==> src/rtl/gray_stream_decoder.sv <==
// -----------------------------------------------------------------------------
// gray_stream_decoder
//
// Decodes a stream of 4-bit reflected-binary Gray samples and tracks motion.
// Every accepted sample is decoded to binary and compared with the previously
// accepted value (the reference):
//   +1 mod 16 -> up pulse, position +1
//   -1 mod 16 -> down pulse, position -1
//    0        -> no flag
//   otherwise -> step_err pulse, error counters advance
// ERR_LIMIT consecutive step errors drop the lock. The next sample then
// re-establishes the reference without producing a step flag.
// All outputs are registered and have one cycle of latency.
//
// Ports
//   clk        in   1  single clock, rising edge
//   reset      in   1  synchronous, active-high reset
//   in_valid   in   1  in_gray carries a new sample this cycle
//   in_gray    in   4  Gray-coded sample
//   out_valid  out  1  one-cycle pulse; outputs reflect last cycle's sample
//   out_bin    out  4  binary value of the last accepted sample
//   up         out  1  last sample was reference +1 mod 16
//   down       out  1  last sample was reference -1 mod 16
//   step_err   out  1  last sample was an illegal step
//   locked     out  1  decoder holds a valid reference
//   pos        out  8  signed position accumulator, wraps modulo 256
//   err_count  out  8  total illegal steps, saturates at 255
// -----------------------------------------------------------------------------
module gray_stream_decoder #(
    parameter int ERR_LIMIT = 3   // legal range 1..15
) (
    input  logic       clk,
    input  logic       reset,
    input  logic       in_valid,
    input  logic [3:0] in_gray,
    output logic       out_valid,
    output logic [3:0] out_bin,
    output logic       up,
    output logic       down,
    output logic       step_err,
    output logic       locked,
    output logic [7:0] pos,
    output logic [7:0] err_count
);

    typedef enum logic {
        UNLOCKED = 1'b0,
        TRACKING = 1'b1
    } state_t;

    localparam logic [3:0] LIMIT = 4'(ERR_LIMIT);

    state_t     state;
    logic [3:0] ref_val;
    logic [3:0] consec;
    logic [3:0] dec_bin;
    logic [3:0] delta;

    // Each binary bit is the XOR of its Gray bit and all Gray bits above it.
    function automatic logic [3:0] gray2bin(input logic [3:0] g);
        logic [3:0] b;
        b[3] = g[3];
        for (int i = 2; i >= 0; i--) begin
            b[i] = g[i] ^ b[i+1];
        end
        return b;
    endfunction

    always_comb begin
        dec_bin = gray2bin(in_gray);
        // 4-bit subtraction wraps naturally, giving (new - ref) mod 16.
        delta   = dec_bin - ref_val;
    end

    assign locked = (state == TRACKING);

    // NOTE: every register below is assigned with <= so all of them sample
    // the pre-edge values; blocking assignments here would let later lines
    // see already-updated state and create ordering-dependent behaviour.
    always_ff @(posedge clk) begin
        if (reset) begin
            state     <= UNLOCKED;
            ref_val   <= '0;
            consec    <= '0;
            out_valid <= 1'b0;
            out_bin   <= '0;
            up        <= 1'b0;
            down      <= 1'b0;
            step_err  <= 1'b0;
            pos       <= '0;
            err_count <= '0;
        end else begin
            // Step flags are single-cycle pulses; they are set again below
            // only when an accepted sample calls for one.
            out_valid <= in_valid;
            up        <= 1'b0;
            down      <= 1'b0;
            step_err  <= 1'b0;

            if (in_valid) begin
                out_bin <= dec_bin;
                // Reference follows every accepted sample, even illegal ones.
                ref_val <= dec_bin;

                case (state)
                    UNLOCKED: begin
                        state  <= TRACKING;
                        consec <= '0;
                    end
                    TRACKING: begin
                        if (delta == 4'd0) begin
                            consec <= '0;
                        end else if (delta == 4'd1) begin
                            up     <= 1'b1;
                            pos    <= pos + 8'd1;
                            consec <= '0;
                        end else if (delta == 4'd15) begin
                            down   <= 1'b1;
                            pos    <= pos - 8'd1;
                            consec <= '0;
                        end else begin
                            step_err <= 1'b1;
                            if (err_count != 8'hFF) begin
                                err_count <= err_count + 8'd1;
                            end
                            if (consec + 4'd1 == LIMIT) begin
                                state  <= UNLOCKED;
                                consec <= '0;
                            end else begin
                                consec <= consec + 4'd1;
                            end
                        end
                    end
                    default: state <= UNLOCKED;
                endcase
            end
        end
    end

endmodule

==> config.mk <==
export PLATFORM = sky130hd
export DESIGN_NAME = gray_stream_decoder
export DESIGN_NICKNAME = d
export VERILOG_FILES = /design/src/rtl/gray_stream_decoder.sv
export SDC_FILE = /design/constraint.sdc
export NUM_CORES = 1
export LEC_CHECK = 0
export CAP_MARGIN = 25
export CORE_MARGIN = 5
export CORE_UTILIZATION = 30
export CTS_CLUSTER_DIAMETER = 120
export CTS_CLUSTER_SIZE = 10
export DETAILED_ROUTE_END_ITERATION = 10
export PLACE_DENSITY_LB_ADDON = 0.3
export SLEW_MARGIN = 20
export SYNTH_ARGS = -nofsm -noshare
export SYNTH_HDL_FRONTEND = slang
export SYNTH_SLANG_ARGS = --single-unit
==> constraint.sdc <==
create_clock -name clk -period 7.8 [get_ports clk]
set_input_delay 1.56 -clock clk [delete_from_list [all_inputs] [get_ports clk]]
set_output_delay 1.56 -clock clk [all_outputs]
set_load 0.005 [all_outputs]
==> impl_metrics.csv <==
group,metric,value,unit
status,status,"finished clean",
sta,layout_setup_ws,1802,ps
final_layout,drive_gt1_frac,0.1036,
place,gp_congestion,0.7186,
floorplanning,fp.dieArea,0.007297,mm²
global_route,met3_usage,0.03981,
global_route,grt_max_degree,35,
clocking,htree_num_levels,2,
worst_setup_path,path_buf_inv,1,
global_route,gr-usage-met2,0.1688,
final_layout,syn2layout_area_growth,27.64,%
clocking,clock_latency,270,ps
clocking,clk_pin_slew_worst_paths,60,ps
route,drt-initial-drc-count,45,
global_route,antenna_found_initial,0,
route,wire_per_inst,12.16,µm
worst_setup_path,startpoint,"in_gray[3]",
place,portBuffers,31,
sta,finalSetupTns,0,ps
sta,slew_viol_final,0,
logic_synthesis,syn-instance-count,187,
sta,worstMarginPinSlew,636.1,ps
logic_synthesis,yosysSeqAreaShare,0.3402,
route,drtAntennaViolNets,0,
floorplanning,die_x,85.43,µm
worst_setup_path,worstSetupPathType,"in -> reg",
logic_synthesis,synth_nets,208,
worst_setup_path,cpMostUsedCell,"xnor2_1",
clocking,post_cts_resized,0,
global_route,busiest_layer,"met2",
global_route,grt_pass1_wl,6175,µm
final_layout,stdcell_count,294,
global_route,met1_usage,0.1263,
sta,post-route-period-util,0.7690,
sta,grt_setup_unrepaired,"false",
global_route,grt_usage,0.1024,
route,first_pass_iters,4,
floorplanning,fp.coreArea,0.005507,mm²
run,max_cap_viol_count,0,
floorplanning,die_y,85.43,µm
clocking,cts_sinks,29,
clocking,cts_buffers,5,
route,vias,1397,
place,place_ws,1549,ps
logic_synthesis,synth_edf_count,0,
floorplanning,initial_core_util,0.3099,
final_layout,n_antenna_cell,0,
floorplanning,num_rows,27,
sta,final-setup-viol-count,0,
worst_setup_path,reg2reg_setup_slack,3990,ps
floorplanning,pin_count,32,
worst_setup_path,cp.required,7960,ps
sta,hold_slack,505.9,ps
sta,maxSlewHeadroom,0.5760,
route,vias_per_cell,4.752,
worst_setup_path,cp_slowest_cell,"clkdlybuf4s50_1",
sta,finClkSkew,4.728,ps
worst_hold_path,hp-class,"reg -> reg",
worst_hold_path,hp-start,"locked",
worst_setup_path,cp_max_fo,7,
logic_synthesis,synth_area,0.001707,mm²
place,dp.cells,286,
clocking,ctsHoldBuffers,0,
worst_setup_path,end_kind,"register",
global_route,grt_pass1_vias,1361,
global_route,grt_overflow,0,
clocking,post_cts_buffers,0,
logic_synthesis,synth_cell_types,45,
power,power.density,180.9,mW/mm²
clocking,clockBufferDepth,2,
logic_synthesis,synthFlopType,"dfxtp_1",
sta,min_period,5998,ps
final_layout,layout.nets,242,
worst_setup_path,arrival,6160,ps
route,drc_errors,0,
logic_synthesis,ys.warnings.count,0,
worst_setup_path,slowest_delay,560,ps
place,hpwl,2645,µm
sta,fmax,0.1667,GHz
worst_setup_path,start_kind,"primary input",
clocking,cts_tree,"built",
power,ir_drop,0.1205,mV
logic_synthesis,avgSynthCellArea,9.126,µm²
sta,hold_viol,0,
worst_setup_path,cp_top_family,"XOR/XNOR gates",
power,p_leak,0.0008059,µW
logic_synthesis,async_flop_share,0,
clocking,root_buffer,"clkbuf_8",
logic_synthesis,ys_ff_latch,29,
worst_setup_path,r2r-start,"ref_val[0]",
worst_setup_path,path_cells,"clkdlybuf4s50_1 -> xnor2_1 -> xnor2_1 -> xnor2_1 -> ha_1 -> fa_1 -> xor2_1 -> and2_2 -> o21ai_0 -> or2_2 -> ha_1 -> a21o_1 -> nand4_1 -> nand4_1 -> a31oi_1 -> mux2i_1 -> mux2_2",
route,wirelength,3576,µm
[where the power goes]
group          leakage, µW  total, µW  switching, µW  internal, µW
Combinational     0.000525        115           60.8          54.4
Clock            0.0000450        118           56.7          61.7
Sequential        0.000236        160           5.78           155
Total             0.000806        394            123           271
[path summary, 6_finish.rpt]
kind | endpoint | depth (start not counted)
worst min register to register | locked | 2
worst max-delay path | pos[7] | 17
worst max register to register | pos[7] | 13
worst min-delay path | locked | 2
[layout by cell type, fill, tap and decap left out, drive strengths merged, types with 2 or more instances in the layout]
| master | instances |
|---|---|
| a21o | 4 |
| a21oi | 11 |
| xnor2 | 13 |
| a211oi | 4 |
| clkbuf | 6 |
| nor3 | 9 |
| o21ai | 4 |
| and2 | 2 |
| fa | 2 |
| nand3 | 4 |
| nor2b | 5 |
| clkinv | 2 |
| nand3b | 3 |
| nor2 | 24 |
| or2 | 2 |
| a31o | 2 |
| clkdlybuf4s50 | 31 |
| nand2 | 7 |
| dfxtp | 29 |
| o31ai | 2 |
| inv | 9 |
| xor2 | 3 |
| nand4 | 5 |
| mux2i | 9 |
| a31oi | 2 |
| mux2 | 2 |
| nand2b | 2 |
| ha | 12 |
[flip-flops by register name, summed over array words and instances, names as in the netlist]
name	flops
step_err	1
up	1
out_valid	1
locked	1
consec	4
down	1
err_count	8
ref_val	4
pos	8
[worst reg2reg max path: cells and delay by family, from the launching register on]
family,cells,cell delay [ps]
fa+ha+maj,3,920
simple gates,4,880
xor+xnor,1,410
flops,1,330
mux,2,560
compound gates,3,600
[cell type report]
type                       instances  area [µm²]
inverter                           9       33.78
clock buffer                       6       72.57
clock inverter                     2       10.01
multi-input combinational        144        1074
timing repair buffer              32       317.8
fill                             547        3328
tap                               72       90.09
sequential                        29       580.6
[through the flow]
step	total power (µW)	util	area, µm²
finish	394.0	0.3956	2178
global route	420.2	0.3956	2178
CTS	400.5	0.3956	2178
detailed placement	279.3	0.3806	2096
global placement	278.1	0.3806	2096
floorplan	248.0	-	1707
[cell usage after synthesis (5+ instances only)]
library cell  count  area (µm²)
a21oi_1          10       50.05
mux2i_1           9       90.09
dfxtp_1          29       580.6
nor2_1           23       86.33
ha_1             12       150.1
xnor2_1          13       113.9
nor2b_1           5       31.28
nand2_1           7       26.28
nand4_1           5       31.28
inv_1             9       33.78
nor3_1            7       35.03
[logic make-up after synthesis]
kind of cell	count (synthesis)	synth area share
xor+xnor	16	0.08211
compound gates	32	0.1386
fa+ha+maj	14	0.1114
simple gates	71	0.2310
buf+inv	14	0.03079
mux	11	0.06598
flops	29	0.3402
[routing by layer]
layer | part of all wire | vias to the layer above
li1 | - | 735
met2 | 0.44 | 35
met3 | 0.075 | 2
met1 | 0.48 | 625
met5 | 0 | -
met4 | 0.0070 | 0
Power figures use the tool's default switching activity.
